**config.mk**
```make
export PLATFORM = sky130hd
export DESIGN_NAME = axi_lite_xbar_flat
export DESIGN_NICKNAME = d
export VERILOG_FILES = /design/src/rtl/axi_xbar_pkg.sv /design/src/rtl/axi_lite_if.sv /design/src/rtl/axi_xbar_decode.sv /design/src/rtl/axi_lite_xbar.sv /design/src/flat_wrapper.sv
export SDC_FILE = /design/constraint.sdc
export NUM_CORES = 1
export LEC_CHECK = 0
export CAP_MARGIN = 20
export CORE_AREA = 2 2 229 231
export CTS_BUF_LIST = sky130_fd_sc_hd__clkbuf_4 sky130_fd_sc_hd__clkbuf_8
export CTS_CLUSTER_SIZE = 8
export DETAILED_ROUTE_END_ITERATION = 16
export DIE_AREA = 0 0 231 233
export GPL_ROUTABILITY_DRIVEN = 1
export GPL_TIMING_DRIVEN = 0
export RECOVER_POWER = 50
export SLEW_MARGIN = 0
export SYNTH_ARGS = -nofsm -noshare
export SYNTH_HDL_FRONTEND = slang
export SYNTH_SLANG_ARGS = --single-unit
```
**constraint.sdc**
```tcl
create_clock -name clk -period 2.3 [get_ports clk]
set_clock_uncertainty 0.05 [all_clocks]
set_input_delay 0.23 -clock clk [delete_from_list [all_inputs] [get_ports clk]]
set_output_delay 0.23 -clock clk [all_outputs]
set_load 0.02 [all_outputs]
```
**src/rtl/axi_xbar_pkg.sv**
```systemverilog
// rtl/axi_xbar_pkg.sv - shared select, response and FSM state types for the AXI4-Lite router
package axi_xbar_pkg;

    typedef logic [1:0] xbar_sel_t;

    localparam xbar_sel_t SEL_S0  = 2'd0;
    localparam xbar_sel_t SEL_S1  = 2'd1;
    localparam xbar_sel_t SEL_S2  = 2'd2;
    localparam xbar_sel_t SEL_ERR = 2'd3;

    localparam logic [1:0] RESP_OKAY   = 2'b00;
    localparam logic [1:0] RESP_SLVERR = 2'b10;
    localparam logic [1:0] RESP_DECERR = 2'b11;

    typedef enum logic {
        R_IDLE,
        R_WAIT
    } rd_state_t;

    typedef enum logic [1:0] {
        W_IDLE,
        W_ADDR,
        W_DATA,
        W_RESP
    } wr_state_t;

endpackage

```
**src/rtl/axi_lite_if.sv**
```systemverilog
// rtl/axi_lite_if.sv - AXI4-Lite bundle with 32-bit address/data, 4-bit wmask, 2-bit resp
interface axi_lite_if;
    logic [31:0] awaddr;
    logic        awvalid;
    logic        awready;
    logic [31:0] wdata;
    logic [3:0]  wmask;
    logic        wvalid;
    logic        wready;
    logic [1:0]  bresp;
    logic        bvalid;
    logic        bready;
    logic [31:0] araddr;
    logic        arvalid;
    logic        arready;
    logic [31:0] rdata;
    logic [1:0]  rresp;
    logic        rvalid;
    logic        rready;

    modport master (
        output awaddr, awvalid, wdata, wmask, wvalid, bready, araddr, arvalid, rready,
        input  awready, wready, bresp, bvalid, arready, rdata, rresp, rvalid
    );

    modport slave (
        input  awaddr, awvalid, wdata, wmask, wvalid, bready, araddr, arvalid, rready,
        output awready, wready, bresp, bvalid, arready, rdata, rresp, rvalid
    );
endinterface

```
**src/rtl/axi_xbar_decode.sv**
```systemverilog
// rtl/axi_xbar_decode.sv - combinational address-to-slave select decoder
// Ports: i_addr (address to decode), o_sel (SEL_S0/S1/S2, or SEL_ERR on a miss).
// Build option: AXI_LITE_XBAR_DECERR_EN; when undefined a miss selects s2.
module axi_xbar_decode
    import axi_xbar_pkg::*;
#(
    parameter logic [31:0] S0_BASE = 32'h8000_0000,
    parameter logic [31:0] S0_MASK = 32'hF800_0000,
    parameter logic [31:0] S1_BASE = 32'hA000_0000,
    parameter logic [31:0] S1_MASK = 32'hFFFF_F000,
    parameter logic [31:0] S2_BASE = 32'h0200_0000,
    parameter logic [31:0] S2_MASK = 32'hFFFF_0000
)
(
    input  logic [31:0] i_addr,
    output xbar_sel_t   o_sel
);

    // Ordered tests give s0 > s1 > s2 priority on overlapping windows.
    always_comb begin
        if ((i_addr & S0_MASK) == S0_BASE) begin
            o_sel = SEL_S0;
        end else if ((i_addr & S1_MASK) == S1_BASE) begin
            o_sel = SEL_S1;
        end else if ((i_addr & S2_MASK) == S2_BASE) begin
            o_sel = SEL_S2;
        end else begin
`ifdef AXI_LITE_XBAR_DECERR_EN
            o_sel = SEL_ERR;
`else
            o_sel = SEL_S2;
`endif
        end
    end

endmodule

```
**src/rtl/axi_lite_xbar.sv**
```systemverilog
// rtl/axi_lite_xbar.sv - AXI4-Lite 1-to-3 address-decoding router, one read and one write in flight
// Ports: clk, reset (asynchronous, active-high); m: upstream master;
//        s0: main memory, s1: UART, s2: CLINT.
// Build option: AXI_LITE_XBAR_DECERR_EN adds an internal responder that answers
//               unmapped addresses with DECERR; otherwise misses route to s2.
module axi_lite_xbar
    import axi_xbar_pkg::*;
#(
    parameter logic [31:0] S0_BASE = 32'h8000_0000,
    parameter logic [31:0] S0_MASK = 32'hF800_0000,
    parameter logic [31:0] S1_BASE = 32'hA000_0000,
    parameter logic [31:0] S1_MASK = 32'hFFFF_F000,
    parameter logic [31:0] S2_BASE = 32'h0200_0000,
    parameter logic [31:0] S2_MASK = 32'hFFFF_0000
)
(
    input  logic      clk,
    input  logic      reset,
    axi_lite_if.slave  m,
    axi_lite_if.master s0,
    axi_lite_if.master s1,
    axi_lite_if.master s2
);

`ifdef AXI_LITE_XBAR_DECERR_EN
    localparam logic DECERR_EN = 1'b1;
`else
    localparam logic DECERR_EN = 1'b0;
`endif

    // The error target always handshakes immediately when the responder exists.
    function automatic logic pick_bit(input logic [2:0] v, input xbar_sel_t sel);
        case (sel)
            SEL_S0:  return v[0];
            SEL_S1:  return v[1];
            SEL_S2:  return v[2];
            default: return DECERR_EN;
        endcase
    endfunction

    function automatic logic [2:0] sel_onehot(input xbar_sel_t sel);
        case (sel)
            SEL_S0:  return 3'b001;
            SEL_S1:  return 3'b010;
            SEL_S2:  return 3'b100;
            default: return 3'b000;
        endcase
    endfunction

    function automatic logic [31:0] pick_word(input logic [31:0] d0, input logic [31:0] d1,
                                              input logic [31:0] d2, input xbar_sel_t sel);
        case (sel)
            SEL_S0:  return d0;
            SEL_S1:  return d1;
            SEL_S2:  return d2;
            default: return 32'h0;
        endcase
    endfunction

    function automatic logic [1:0] pick_resp(input logic [1:0] r0, input logic [1:0] r1,
                                             input logic [1:0] r2, input xbar_sel_t sel);
        case (sel)
            SEL_S0:  return r0;
            SEL_S1:  return r1;
            SEL_S2:  return r2;
            default: return RESP_DECERR;
        endcase
    endfunction

    xbar_sel_t w_ar_sel;
    xbar_sel_t w_aw_sel;

    axi_xbar_decode #(
        .S0_BASE(S0_BASE), .S0_MASK(S0_MASK),
        .S1_BASE(S1_BASE), .S1_MASK(S1_MASK),
        .S2_BASE(S2_BASE), .S2_MASK(S2_MASK)
    ) u_ar_decode (
        .i_addr (m.araddr),
        .o_sel  (w_ar_sel)
    );

    axi_xbar_decode #(
        .S0_BASE(S0_BASE), .S0_MASK(S0_MASK),
        .S1_BASE(S1_BASE), .S1_MASK(S1_MASK),
        .S2_BASE(S2_BASE), .S2_MASK(S2_MASK)
    ) u_aw_decode (
        .i_addr (m.awaddr),
        .o_sel  (w_aw_sel)
    );

    logic [2:0] w_s_arready, w_s_rvalid, w_s_awready, w_s_wready, w_s_bvalid;
    logic [2:0] w_s_arvalid, w_s_rready, w_s_awvalid, w_s_wvalid, w_s_bready;

    assign w_s_arready = {s2.arready, s1.arready, s0.arready};
    assign w_s_rvalid  = {s2.rvalid,  s1.rvalid,  s0.rvalid};
    assign w_s_awready = {s2.awready, s1.awready, s0.awready};
    assign w_s_wready  = {s2.wready,  s1.wready,  s0.wready};
    assign w_s_bvalid  = {s2.bvalid,  s1.bvalid,  s0.bvalid};

    // Address and data lines fan out unconditionally; only valids/readies are steered.
    assign s0.araddr = m.araddr;
    assign s1.araddr = m.araddr;
    assign s2.araddr = m.araddr;
    assign s0.awaddr = m.awaddr;
    assign s1.awaddr = m.awaddr;
    assign s2.awaddr = m.awaddr;
    assign s0.wdata  = m.wdata;
    assign s1.wdata  = m.wdata;
    assign s2.wdata  = m.wdata;
    assign s0.wmask  = m.wmask;
    assign s1.wmask  = m.wmask;
    assign s2.wmask  = m.wmask;

    assign {s2.arvalid, s1.arvalid, s0.arvalid} = w_s_arvalid;
    assign {s2.rready,  s1.rready,  s0.rready}  = w_s_rready;
    assign {s2.awvalid, s1.awvalid, s0.awvalid} = w_s_awvalid;
    assign {s2.wvalid,  s1.wvalid,  s0.wvalid}  = w_s_wvalid;
    assign {s2.bready,  s1.bready,  s0.bready}  = w_s_bready;

    // ---------------- read channel ----------------
    rd_state_t   r_rd_state;
    xbar_sel_t   r_rsel;
    logic        w_m_arready, w_m_rvalid;
    logic [31:0] w_m_rdata;
    logic [1:0]  w_m_rresp;

    always_comb begin
        w_s_arvalid = 3'b000;
        w_s_rready  = 3'b000;
        w_m_arready = 1'b0;
        w_m_rvalid  = 1'b0;
        w_m_rdata   = 32'h0;
        w_m_rresp   = RESP_OKAY;
        if (!reset) begin
            case (r_rd_state)
                R_IDLE: begin
                    w_s_arvalid = {3{m.arvalid}} & sel_onehot(w_ar_sel);
                    w_m_arready = pick_bit(w_s_arready, w_ar_sel);
                end
                R_WAIT: begin
                    w_m_rvalid = pick_bit(w_s_rvalid, r_rsel);
                    w_m_rdata  = pick_word(s0.rdata, s1.rdata, s2.rdata, r_rsel);
                    w_m_rresp  = pick_resp(s0.rresp, s1.rresp, s2.rresp, r_rsel);
                    w_s_rready = {3{m.rready}} & sel_onehot(r_rsel);
                end
                default: ;
            endcase
        end
    end

    assign m.arready = w_m_arready;
    assign m.rvalid  = w_m_rvalid;
    assign m.rdata   = w_m_rdata;
    assign m.rresp   = w_m_rresp;

    always_ff @(posedge clk or posedge reset) begin
        if (reset) begin
            r_rd_state <= R_IDLE;
            r_rsel     <= SEL_S0;
        end else begin
            case (r_rd_state)
                R_IDLE: if (m.arvalid && w_m_arready) begin
                    r_rsel     <= w_ar_sel;
                    r_rd_state <= R_WAIT;
                end
                R_WAIT: if (w_m_rvalid && m.rready) begin
                    r_rd_state <= R_IDLE;
                end
                default: r_rd_state <= R_IDLE;
            endcase
        end
    end

    // ---------------- write channel ----------------
    wr_state_t   r_wr_state;
    xbar_sel_t   r_wsel;
    logic        w_m_awready, w_m_wready, w_m_bvalid;
    logic [1:0]  w_m_bresp;
    logic        w_aw_hs, w_w_hs;

    always_comb begin
        w_s_awvalid = 3'b000;
        w_s_wvalid  = 3'b000;
        w_s_bready  = 3'b000;
        w_m_awready = 1'b0;
        w_m_wready  = 1'b0;
        w_m_bvalid  = 1'b0;
        w_m_bresp   = RESP_OKAY;
        if (!reset) begin
            case (r_wr_state)
                W_IDLE: begin
                    // W has no target until an address is presented, so it waits on awvalid.
                    w_s_awvalid = {3{m.awvalid}} & sel_onehot(w_aw_sel);
                    w_s_wvalid  = {3{m.awvalid & m.wvalid}} & sel_onehot(w_aw_sel);
                    w_m_awready = pick_bit(w_s_awready, w_aw_sel);
                    w_m_wready  = m.awvalid & pick_bit(w_s_wready, w_aw_sel);
                end
                W_ADDR: begin
                    w_s_awvalid = {3{m.awvalid}} & sel_onehot(r_wsel);
                    w_m_awready = pick_bit(w_s_awready, r_wsel);
                end
                W_DATA: begin
                    w_s_wvalid = {3{m.wvalid}} & sel_onehot(r_wsel);
                    w_m_wready = pick_bit(w_s_wready, r_wsel);
                end
                W_RESP: begin
                    w_m_bvalid = pick_bit(w_s_bvalid, r_wsel);
                    w_m_bresp  = pick_resp(s0.bresp, s1.bresp, s2.bresp, r_wsel);
                    w_s_bready = {3{m.bready}} & sel_onehot(r_wsel);
                end
                default: ;
            endcase
        end
    end

    assign m.awready = w_m_awready;
    assign m.wready  = w_m_wready;
    assign m.bvalid  = w_m_bvalid;
    assign m.bresp   = w_m_bresp;

    assign w_aw_hs = m.awvalid & w_m_awready;
    assign w_w_hs  = m.wvalid  & w_m_wready;

    always_ff @(posedge clk or posedge reset) begin
        if (reset) begin
            r_wr_state <= W_IDLE;
            r_wsel     <= SEL_S0;
        end else begin
            case (r_wr_state)
                W_IDLE: if (w_aw_hs || w_w_hs) begin
                    r_wsel <= w_aw_sel;
                    if (w_aw_hs && w_w_hs) begin
                        r_wr_state <= W_RESP;
                    end else if (w_aw_hs) begin
                        r_wr_state <= W_DATA;
                    end else begin
                        r_wr_state <= W_ADDR;
                    end
                end
                W_ADDR: if (w_aw_hs) r_wr_state <= W_RESP;
                W_DATA: if (w_w_hs)  r_wr_state <= W_RESP;
                W_RESP: if (w_m_bvalid && m.bready) r_wr_state <= W_IDLE;
                default: r_wr_state <= W_IDLE;
            endcase
        end
    end

endmodule

```
**src/flat_wrapper.sv**
```systemverilog
// flat-port wrapper written by rule: the top's interface ports become plain ports
module axi_lite_xbar_flat import axi_xbar_pkg::*;
#(
    parameter logic [31:0] S0_BASE = 32'h8000_0000,
    parameter logic [31:0] S0_MASK = 32'hF800_0000,
    parameter logic [31:0] S1_BASE = 32'hA000_0000,
    parameter logic [31:0] S1_MASK = 32'hFFFF_F000,
    parameter logic [31:0] S2_BASE = 32'h0200_0000,
    parameter logic [31:0] S2_MASK = 32'hFFFF_0000
)
  (clk, reset, m_awaddr, m_awvalid, m_wdata, m_wmask, m_wvalid, m_bready, m_araddr, m_arvalid, m_rready, m_awready, m_wready, m_bresp, m_bvalid, m_arready, m_rdata, m_rresp, m_rvalid, s0_awaddr, s0_awvalid, s0_wdata, s0_wmask, s0_wvalid, s0_bready, s0_araddr, s0_arvalid, s0_rready, s0_awready, s0_wready, s0_bresp, s0_bvalid, s0_arready, s0_rdata, s0_rresp, s0_rvalid, s1_awaddr, s1_awvalid, s1_wdata, s1_wmask, s1_wvalid, s1_bready, s1_araddr, s1_arvalid, s1_rready, s1_awready, s1_wready, s1_bresp, s1_bvalid, s1_arready, s1_rdata, s1_rresp, s1_rvalid, s2_awaddr, s2_awvalid, s2_wdata, s2_wmask, s2_wvalid, s2_bready, s2_araddr, s2_arvalid, s2_rready, s2_awready, s2_wready, s2_bresp, s2_bvalid, s2_arready, s2_rdata, s2_rresp, s2_rvalid);
  axi_lite_if m_i ();
  axi_lite_if s0_i ();
  axi_lite_if s1_i ();
  axi_lite_if s2_i ();
  input  logic clk;
  input  logic reset;
  input wire logic [$bits(m_i.awaddr)-1:0] m_awaddr;
  input wire logic [$bits(m_i.awvalid)-1:0] m_awvalid;
  input wire logic [$bits(m_i.wdata)-1:0] m_wdata;
  input wire logic [$bits(m_i.wmask)-1:0] m_wmask;
  input wire logic [$bits(m_i.wvalid)-1:0] m_wvalid;
  input wire logic [$bits(m_i.bready)-1:0] m_bready;
  input wire logic [$bits(m_i.araddr)-1:0] m_araddr;
  input wire logic [$bits(m_i.arvalid)-1:0] m_arvalid;
  input wire logic [$bits(m_i.rready)-1:0] m_rready;
  output wire logic [$bits(m_i.awready)-1:0] m_awready;
  output wire logic [$bits(m_i.wready)-1:0] m_wready;
  output wire logic [$bits(m_i.bresp)-1:0] m_bresp;
  output wire logic [$bits(m_i.bvalid)-1:0] m_bvalid;
  output wire logic [$bits(m_i.arready)-1:0] m_arready;
  output wire logic [$bits(m_i.rdata)-1:0] m_rdata;
  output wire logic [$bits(m_i.rresp)-1:0] m_rresp;
  output wire logic [$bits(m_i.rvalid)-1:0] m_rvalid;
  output wire logic [$bits(s0_i.awaddr)-1:0] s0_awaddr;
  output wire logic [$bits(s0_i.awvalid)-1:0] s0_awvalid;
  output wire logic [$bits(s0_i.wdata)-1:0] s0_wdata;
  output wire logic [$bits(s0_i.wmask)-1:0] s0_wmask;
  output wire logic [$bits(s0_i.wvalid)-1:0] s0_wvalid;
  output wire logic [$bits(s0_i.bready)-1:0] s0_bready;
  output wire logic [$bits(s0_i.araddr)-1:0] s0_araddr;
  output wire logic [$bits(s0_i.arvalid)-1:0] s0_arvalid;
  output wire logic [$bits(s0_i.rready)-1:0] s0_rready;
  input wire logic [$bits(s0_i.awready)-1:0] s0_awready;
  input wire logic [$bits(s0_i.wready)-1:0] s0_wready;
  input wire logic [$bits(s0_i.bresp)-1:0] s0_bresp;
  input wire logic [$bits(s0_i.bvalid)-1:0] s0_bvalid;
  input wire logic [$bits(s0_i.arready)-1:0] s0_arready;
  input wire logic [$bits(s0_i.rdata)-1:0] s0_rdata;
  input wire logic [$bits(s0_i.rresp)-1:0] s0_rresp;
  input wire logic [$bits(s0_i.rvalid)-1:0] s0_rvalid;
  output wire logic [$bits(s1_i.awaddr)-1:0] s1_awaddr;
  output wire logic [$bits(s1_i.awvalid)-1:0] s1_awvalid;
  output wire logic [$bits(s1_i.wdata)-1:0] s1_wdata;
  output wire logic [$bits(s1_i.wmask)-1:0] s1_wmask;
  output wire logic [$bits(s1_i.wvalid)-1:0] s1_wvalid;
  output wire logic [$bits(s1_i.bready)-1:0] s1_bready;
  output wire logic [$bits(s1_i.araddr)-1:0] s1_araddr;
  output wire logic [$bits(s1_i.arvalid)-1:0] s1_arvalid;
  output wire logic [$bits(s1_i.rready)-1:0] s1_rready;
  input wire logic [$bits(s1_i.awready)-1:0] s1_awready;
  input wire logic [$bits(s1_i.wready)-1:0] s1_wready;
  input wire logic [$bits(s1_i.bresp)-1:0] s1_bresp;
  input wire logic [$bits(s1_i.bvalid)-1:0] s1_bvalid;
  input wire logic [$bits(s1_i.arready)-1:0] s1_arready;
  input wire logic [$bits(s1_i.rdata)-1:0] s1_rdata;
  input wire logic [$bits(s1_i.rresp)-1:0] s1_rresp;
  input wire logic [$bits(s1_i.rvalid)-1:0] s1_rvalid;
  output wire logic [$bits(s2_i.awaddr)-1:0] s2_awaddr;
  output wire logic [$bits(s2_i.awvalid)-1:0] s2_awvalid;
  output wire logic [$bits(s2_i.wdata)-1:0] s2_wdata;
  output wire logic [$bits(s2_i.wmask)-1:0] s2_wmask;
  output wire logic [$bits(s2_i.wvalid)-1:0] s2_wvalid;
  output wire logic [$bits(s2_i.bready)-1:0] s2_bready;
  output wire logic [$bits(s2_i.araddr)-1:0] s2_araddr;
  output wire logic [$bits(s2_i.arvalid)-1:0] s2_arvalid;
  output wire logic [$bits(s2_i.rready)-1:0] s2_rready;
  input wire logic [$bits(s2_i.awready)-1:0] s2_awready;
  input wire logic [$bits(s2_i.wready)-1:0] s2_wready;
  input wire logic [$bits(s2_i.bresp)-1:0] s2_bresp;
  input wire logic [$bits(s2_i.bvalid)-1:0] s2_bvalid;
  input wire logic [$bits(s2_i.arready)-1:0] s2_arready;
  input wire logic [$bits(s2_i.rdata)-1:0] s2_rdata;
  input wire logic [$bits(s2_i.rresp)-1:0] s2_rresp;
  input wire logic [$bits(s2_i.rvalid)-1:0] s2_rvalid;
  assign m_i.awaddr = m_awaddr;
  assign m_i.awvalid = m_awvalid;
  assign m_i.wdata = m_wdata;
  assign m_i.wmask = m_wmask;
  assign m_i.wvalid = m_wvalid;
  assign m_i.bready = m_bready;
  assign m_i.araddr = m_araddr;
  assign m_i.arvalid = m_arvalid;
  assign m_i.rready = m_rready;
  assign m_awready = m_i.awready;
  assign m_wready = m_i.wready;
  assign m_bresp = m_i.bresp;
  assign m_bvalid = m_i.bvalid;
  assign m_arready = m_i.arready;
  assign m_rdata = m_i.rdata;
  assign m_rresp = m_i.rresp;
  assign m_rvalid = m_i.rvalid;
  assign s0_awaddr = s0_i.awaddr;
  assign s0_awvalid = s0_i.awvalid;
  assign s0_wdata = s0_i.wdata;
  assign s0_wmask = s0_i.wmask;
  assign s0_wvalid = s0_i.wvalid;
  assign s0_bready = s0_i.bready;
  assign s0_araddr = s0_i.araddr;
  assign s0_arvalid = s0_i.arvalid;
  assign s0_rready = s0_i.rready;
  assign s0_i.awready = s0_awready;
  assign s0_i.wready = s0_wready;
  assign s0_i.bresp = s0_bresp;
  assign s0_i.bvalid = s0_bvalid;
  assign s0_i.arready = s0_arready;
  assign s0_i.rdata = s0_rdata;
  assign s0_i.rresp = s0_rresp;
  assign s0_i.rvalid = s0_rvalid;
  assign s1_awaddr = s1_i.awaddr;
  assign s1_awvalid = s1_i.awvalid;
  assign s1_wdata = s1_i.wdata;
  assign s1_wmask = s1_i.wmask;
  assign s1_wvalid = s1_i.wvalid;
  assign s1_bready = s1_i.bready;
  assign s1_araddr = s1_i.araddr;
  assign s1_arvalid = s1_i.arvalid;
  assign s1_rready = s1_i.rready;
  assign s1_i.awready = s1_awready;
  assign s1_i.wready = s1_wready;
  assign s1_i.bresp = s1_bresp;
  assign s1_i.bvalid = s1_bvalid;
  assign s1_i.arready = s1_arready;
  assign s1_i.rdata = s1_rdata;
  assign s1_i.rresp = s1_rresp;
  assign s1_i.rvalid = s1_rvalid;
  assign s2_awaddr = s2_i.awaddr;
  assign s2_awvalid = s2_i.awvalid;
  assign s2_wdata = s2_i.wdata;
  assign s2_wmask = s2_i.wmask;
  assign s2_wvalid = s2_i.wvalid;
  assign s2_bready = s2_i.bready;
  assign s2_araddr = s2_i.araddr;
  assign s2_arvalid = s2_i.arvalid;
  assign s2_rready = s2_i.rready;
  assign s2_i.awready = s2_awready;
  assign s2_i.wready = s2_wready;
  assign s2_i.bresp = s2_bresp;
  assign s2_i.bvalid = s2_bvalid;
  assign s2_i.arready = s2_arready;
  assign s2_i.rdata = s2_rdata;
  assign s2_i.rresp = s2_rresp;
  assign s2_i.rvalid = s2_rvalid;
  axi_lite_xbar #(.S0_BASE(S0_BASE), .S0_MASK(S0_MASK), .S1_BASE(S1_BASE), .S1_MASK(S1_MASK), .S2_BASE(S2_BASE), .S2_MASK(S2_MASK)) u_core (.clk(clk), .reset(reset), .m(m_i), .s0(s0_i), .s1(s1_i), .s2(s2_i));
endmodule
```
; Word level (Yosys, flattened, before mapping)
; Cells that the tools add are included.
[totals]
reg_bits = 7
in_bits = 230
output_inout_bits = 356
word_cells = 116
[classes]
eq_ne = 19
mux = 68
n_bitwise = 12
reduce_logical = 13
[op_table]
columns = op, n
row1 = $pmux 32 s3, 1
row2 = $mux 32, 2
row3 = $mux 3, 20
row4 = $eq 20x20->1 const B, 2
row5 = $pmux 3 s3, 4
row6 = $mux 2, 14
row7 = $and 3x3->3, 7
row8 = $pmux 1 s3, 7
row9 = $eq 2x2->1 const B, 6
row10 = $mux 1, 12
row11 = $pmux 2 s3, 2
row12 = $pmux 3 s2, 2
row13 = $eq 2x1->1 const B, 5
row14 = $eq 5x5->1 const B, 2
row15 = $logic_not 2->1, 5
row16 = $ne 2x1->1 const B, 4
row17 = $pmux 2 s4, 1
row18 = $pmux 1 s2, 3
row19 = $and 1x1->1, 4
row20 = $logic_and 1x1->1, 4
row21 = $reduce_and 2->1, 2
row22 = $reduce_and 4->1, 1
row23 = $logic_or 1x1->1, 1
row24 = $not 1->1, 1

; Logic depth before layout (Yosys ltp)
; Gate-level depths: netlist (run 1).
[depth]
word_depth = 15
ltp_mapped = 8
mapped_depth_nobuf = 7

; Hierarchy
; A second synthesis (run 1) with hierarchy kept.
[hier_totals]
cells_unflattened = 583
hier_area_um2 = 4112.7
[by_module_without_submodules]
columns = mod, n_inst, cells_per_inst, area_per_inst_um2, seq_area_each_um2
row1 = axi_lite_xbar, 1, 567, 3995.1, 175.2
row2 = axi_xbar_decode, 2, 8, 58.8, 0.0

; Worst setup path before layout (run 1)
; No wires, ideal clock.
[synth_timing]
path_kind = in2reg
startpoint = input m_awaddr[27]
endpoint = register u_core.r_wr_state[1]
setup_ns = 0.128
arrival_ns = 1.928
required_time_ns = 2.122
slack_ns = 0.194
cell_stages = 6
n_path_buf = 0
cell_sequence = or4b_4 > nor2_4 > o2bb2a_4 > a211o_1 > a32oi_1 > mux2_1
[synth_via]
elab_chain_cells = 15
word_cells_on_any_way = 28
classes_between = 7 x eq/ne / 14 x mux / 3 x bitwise / 4 x reduce/logical
[synth_lines]
columns = item, line_no
row1 = from (decl), flat_wrapper.sv:18  ; input wire logic [$bits(m_i.awaddr)-1:0] m_awaddr;
row2 = $eq 20x20->1, axi_xbar_decode.sv:23  ; end else if ((i_addr & S1_MASK) == S1_BASE) begin
row3 = $mux 2, axi_xbar_decode.sv:23
row4 = $mux 2 *, axi_xbar_decode.sv:21  ; if ((i_addr & S0_MASK) == S0_BASE) begin
row5 = $eq 2x2->1 (tied with other cells), axi_lite_xbar.sv:33  ; case (sel)
row6 = $pmux 1 s3, axi_lite_xbar.sv:33
row7 = $mux 1, axi_lite_xbar.sv:190  ; case (r_wr_state)
row8 = $mux 1, axi_lite_xbar.sv:189  ; if (!reset) begin
row9 = $and 1x1->1, axi_lite_xbar.sv:196  ; w_m_wready = m.awvalid & pick_bit(w_s_wready, w_aw_sel);
row10 = $pmux 1 s2, axi_lite_xbar.sv:190
row11 = $mux 1, axi_lite_xbar.sv:189
row12 = $and 1x1->1, axi_lite_xbar.sv:222  ; assign w_w_hs = m.wvalid & w_m_wready;
row13 = $logic_and 1x1->1, axi_lite_xbar.sv:232  ; if (w_aw_hs && w_w_hs) begin
row14 = $mux 2, axi_lite_xbar.sv:232
row15 = $mux 2, axi_lite_xbar.sv:230  ; W_IDLE: if (w_aw_hs || w_w_hs) begin
row16 = $pmux 2 s4, axi_lite_xbar.sv:229  ; case (r_wr_state)
row17 = to (signal assigned), axi_lite_xbar.sv:233  ; r_wr_state <= W_RESP;
row18 = to (signal assigned), axi_lite_xbar.sv:235  ; r_wr_state <= W_DATA;
row19 = to (signal assigned), axi_lite_xbar.sv:237  ; r_wr_state <= W_ADDR;
row20 = to (decl), axi_lite_xbar.sv:175  ; wr_state_t r_wr_state;
; Every way passes the cells marked *; elsewhere a longest branch is shown, timed or not. The select of a mux whose other input is x is not followed.
; A chain may end at the register's enable or synchronous reset.

; Worst setup path after layout (run 1)
[layout_timing]
startpoint = input m_araddr[14]
endpoint = output s1_arvalid
[layout_via]
elab_chain_cells = 10
word_cells_on_any_way = 12
classes_between = 3 x eq/ne / 7 x mux / 1 x bitwise / 1 x reduce/logical
[layout_lines]
columns = item, line_no
row1 = from (decl), flat_wrapper.sv:24  ; input wire logic [$bits(m_i.araddr)-1:0] m_araddr;
row2 = $eq 20x20->1 *, axi_xbar_decode.sv:23
row3 = $mux 2 *, axi_xbar_decode.sv:23
row4 = $mux 2 *, axi_xbar_decode.sv:21
row5 = $eq 2x2->1 (tied with other cells), axi_lite_xbar.sv:42  ; case (sel)
row6 = $pmux 3 s3 *, axi_lite_xbar.sv:42
row7 = $mux 3 *, axi_lite_xbar.sv:135  ; case (r_rd_state)
row8 = $mux 3 *, axi_lite_xbar.sv:134  ; if (!reset) begin
row9 = $and 3x3->3 *, axi_lite_xbar.sv:137  ; w_s_arvalid = {3{m.arvalid}} & sel_onehot(w_ar_sel);
row10 = $mux 3 *, axi_lite_xbar.sv:135
row11 = $mux 3 *, axi_lite_xbar.sv:134
row12 = to (decl), flat_wrapper.sv:59  ; output wire logic [$bits(s1_i.arvalid)-1:0] s1_arvalid;
; Marked as above.

==> run_results.csv, run 1 <==
group,metric,value,unit
synthesis,avgSynthCellArea,7.00,sq um
place,placedInstanceArea,10200,sq um
clock_network,postCtsHoldBufs,0,
layout,stdcell_area,10500,sq um
clock_network,root_buffer,"clkbuf_8",
synthesis,synth_area_leader_cell,"buf_4",
global_routing,antenna_found_initial,1,
place,port_buffers,525,
pwr,p_total,0.00361,W
layout,fin_cells,1808,
global_routing,grt_max_degree,11,
critical_path,crit_fanout,4,
layout,diodes,0,
die,die_x,231,um
die,io_pins,586,
clock_network,cts_made_buffers,3,
sta,worst_slack,0.0658,ns
global_routing,grt_first_pass_wirelength,31100,um
synthesis,synth_cell_types,49,
job,max_cap_violations,0,
die,coreArea,51100,sq um
run_status,outcome,"finished clean",
critical_path,cp.arrival,1.95,ns
layout,final_nets,1363,
global_routing,grt_pass1_vias,5483,
synthesis,ys.warnings.count,0,
critical_path,crit_chain,"clkdlybuf4s50_1 -> or4_4 -> nor2_2 -> and2_4 -> and3_1 -> clkdlybuf4s15_2",
sta,fin_crit,2.23,ns
global_routing,grt_use_total,7.59,%
synthesis,yosysSeqAreaShare,4.24,%
die,start_util,8.09,%
place,dp.cells,1795,
pwr,leakage,4.67,nW
synthesis,synth_ff_type,"dfrtp_1",
global_routing,overflow,0,
critical_path,slowest_delay,0.53,ns
critical_path,slowest_stage,"or4_4",
clock_network,clk_pin_slew,0.05,ns
route,dr_total_vias,5517,
synthesis,async_reset_ff_share,100,%
clock_network,cts_tree,"done",
critical_path,crit_path_end_kind,"primary output",
route,via_per_inst,3.05,
worst_hold_path,hold_class,"input pin to asynchronous set/reset pin",
pwr,cellPowerDensity,342,nW/um^2
sta,setup_viol,0,
die,fp-row-count,83,
sta,finalHoldViolCount,0,
clock_network,cts_buffer_depth,2,
clock_network,cts_max_level,1,
die,fp.dieH,233,um
clock_network,clock_latency,0.24,ns
route,wl_per_cell,12.5,um
sta,rsz0062_at_grt,"false",
route,drt_iter0_markers,96,
critical_path,cp_data_required_time,2.02,ns
synthesis,synth.area.top_cells,"buf_4 55%, mux2i_1 9.0%, nor2_1 7.9%, a21oi_1 4.8%, dfrtp_1 4.2%",
pwr,vdd_drop_max,0.221,mV
critical_path,crit_buf_inv,2,
critical_path,cp_top_family,"simple AND/OR/NAND/NOR gates",
layout,drive_gt1_share,34.4,%
sta,max_freq,448,MHz
route,drt_wl_total,22600,um
place,pre_cts_slack,-1.14,ns
route,first_pass_iters,4,
route,drc,0,
place,dp_hpwl,20600,um
synthesis,synthCells,590,
sta,slew_headroom,70.0,%
layout,synthToLayoutAreaGrowth,155,%
clock_network,clock-sinks,7,
synthesis,synth-edff-count,0,
sta,slew_viol_final,0,
route,drtAntennaViolNets,0,
sta,whs,0.163,ns
place,globalplace.congestion,0.816,
synthesis,syn_nets,824,
synthesis,syn-cell-area,4130,sq um
critical_path,cp-start-kind,"input pin",
synthesis,ys_ff_latch,7,
sta,worst_pin_slew,0.450,ns
critical_path,critical_path_class,"input pin to primary output",
synthesis,yosys.area.top_type_share,54.5,%
die,die-area,53800,sq um
sta,fin_crit_sh,97.1,%
final timing paths:
| check | startpoint | endpoint | slack, ns | cells after the start |
|---|---|---|---|---|
| worst min register to register | u_core.r_rd_state | u_core.r_rd_state | 0.49 | 1 |
| worst min-delay path | reset | u_core.r_rsel[0] | 0.16 | 3 |
| worst max-delay path | m_araddr[14] | s1_arvalid | 0.07 | 6 |
| min in group clk | u_core.r_rd_state | u_core.r_rd_state | 0.49 | 1 |
| worst max register to register | u_core.r_wsel[1] | u_core.r_wr_state[1] | 0.19 | 7 |
| max in group asynchronous | reset | u_core.r_wr_state[1] | 1.74 | 4 |
final cells by class:
class                   instances  area (sq um)
flip-flops and latches          7           175
clock buffers                   4          48.8
inverters                       6          27.5
plain buffers                 317          2370
multi-input cells             258          1790
well taps                     680           851
repair buffers                536          5260
fillers                      5714         40600
tightest hold or removal path, stage by stage:
cell             delay (ns)
clkdlybuf4s15_2        0.29
inv_6                  0.12
buf_4                  0.14
logic make-up after synthesis:
kind of cell	count (synthesis)	share of synthesized area [%]
DFF	7	4.24
AOI/OAI and AO/OA	72	11.0
buffers and inverters	325	56.8
muxes	46	11.4
and+or+nand+nor	136	15.3
adders and majority gates	4	1.21
routing by layer:
metal / track usage, % / wire [um] / vias to the layer above
li1: - / - / 2715
met3: 2.01 / 1890 / 29
met2: 15.1 / 12200 / 332
met1: 7.30 / 7560 / 2439
met5: 0 / 7 / -
met4: 3.21 / 871 / 2
registers in the layout, summed over array words and instances, names as in the netlist:
name               count
u_core.r_rd_state      1
u_core.r_wr_state      2
u_core.r_rsel          2
u_core.r_wsel          2
placed cells by master, fill, tap and decap left out, types with 8 or more instances in the layout:
master,count
nor2_1,82
clkdlybuf4s50_1,264
mux2i_1,35
nand2_1,17
buf_4,314
a21oi_1,38
dlygate4sd2_1,65
dlymetal6s2s_1,8
dlygate4sd3_1,174
synth_stat cells (all sizes together) (2+ instances only):
master / number
nor4: 3
nand4: 2
a21oi: 40
buf: 308
a32oi: 4
o22ai: 6
dfrtp: 7
a21o: 2
mux2: 9
nand2b: 2
or4: 3
ha: 4
or4b: 3
nor2b: 5
o21ai: 4
mux2i: 37
nor4b: 2
nor3: 5
nor2: 88
nand3: 2
clkbuf: 11
inv: 6
a22oi: 4
nand2: 17
what timing repair did:
item,4_1_cts,5_1_grt
setup endpoints to repair,63,44
buffers inserted,11,0
gates resized for setup,166,29
pin swaps,16,7
metrics by stage:
stage                     util, %  setup TNS (ns)
after detailed placement     20.0          -46.88
after floorplan                 -               0
after CTS                    20.5          -0.402
final                        20.6               0
after global placement       20.0          -45.47
after global routing         20.6               0
where the power goes:
group	internal, W	leakage, nW	switching, W	total, W
combinational	0.00157	4.56	0.00162	0.00319
sequential	0.000166	0.0825	0.0000421	0.000208
clock	0.000133	0.0262	0.0000731	0.000207
total	0.00187	4.67	0.00173	0.00361
Power figures use the tool's default switching activity.
==> run 2, diff against run 1 <==
Settings changed: SLEW_MARGIN 0 to 20.
==> results of run 2 <==
Same layout as run 1: the final DEF is identical, and so are final timing and power.
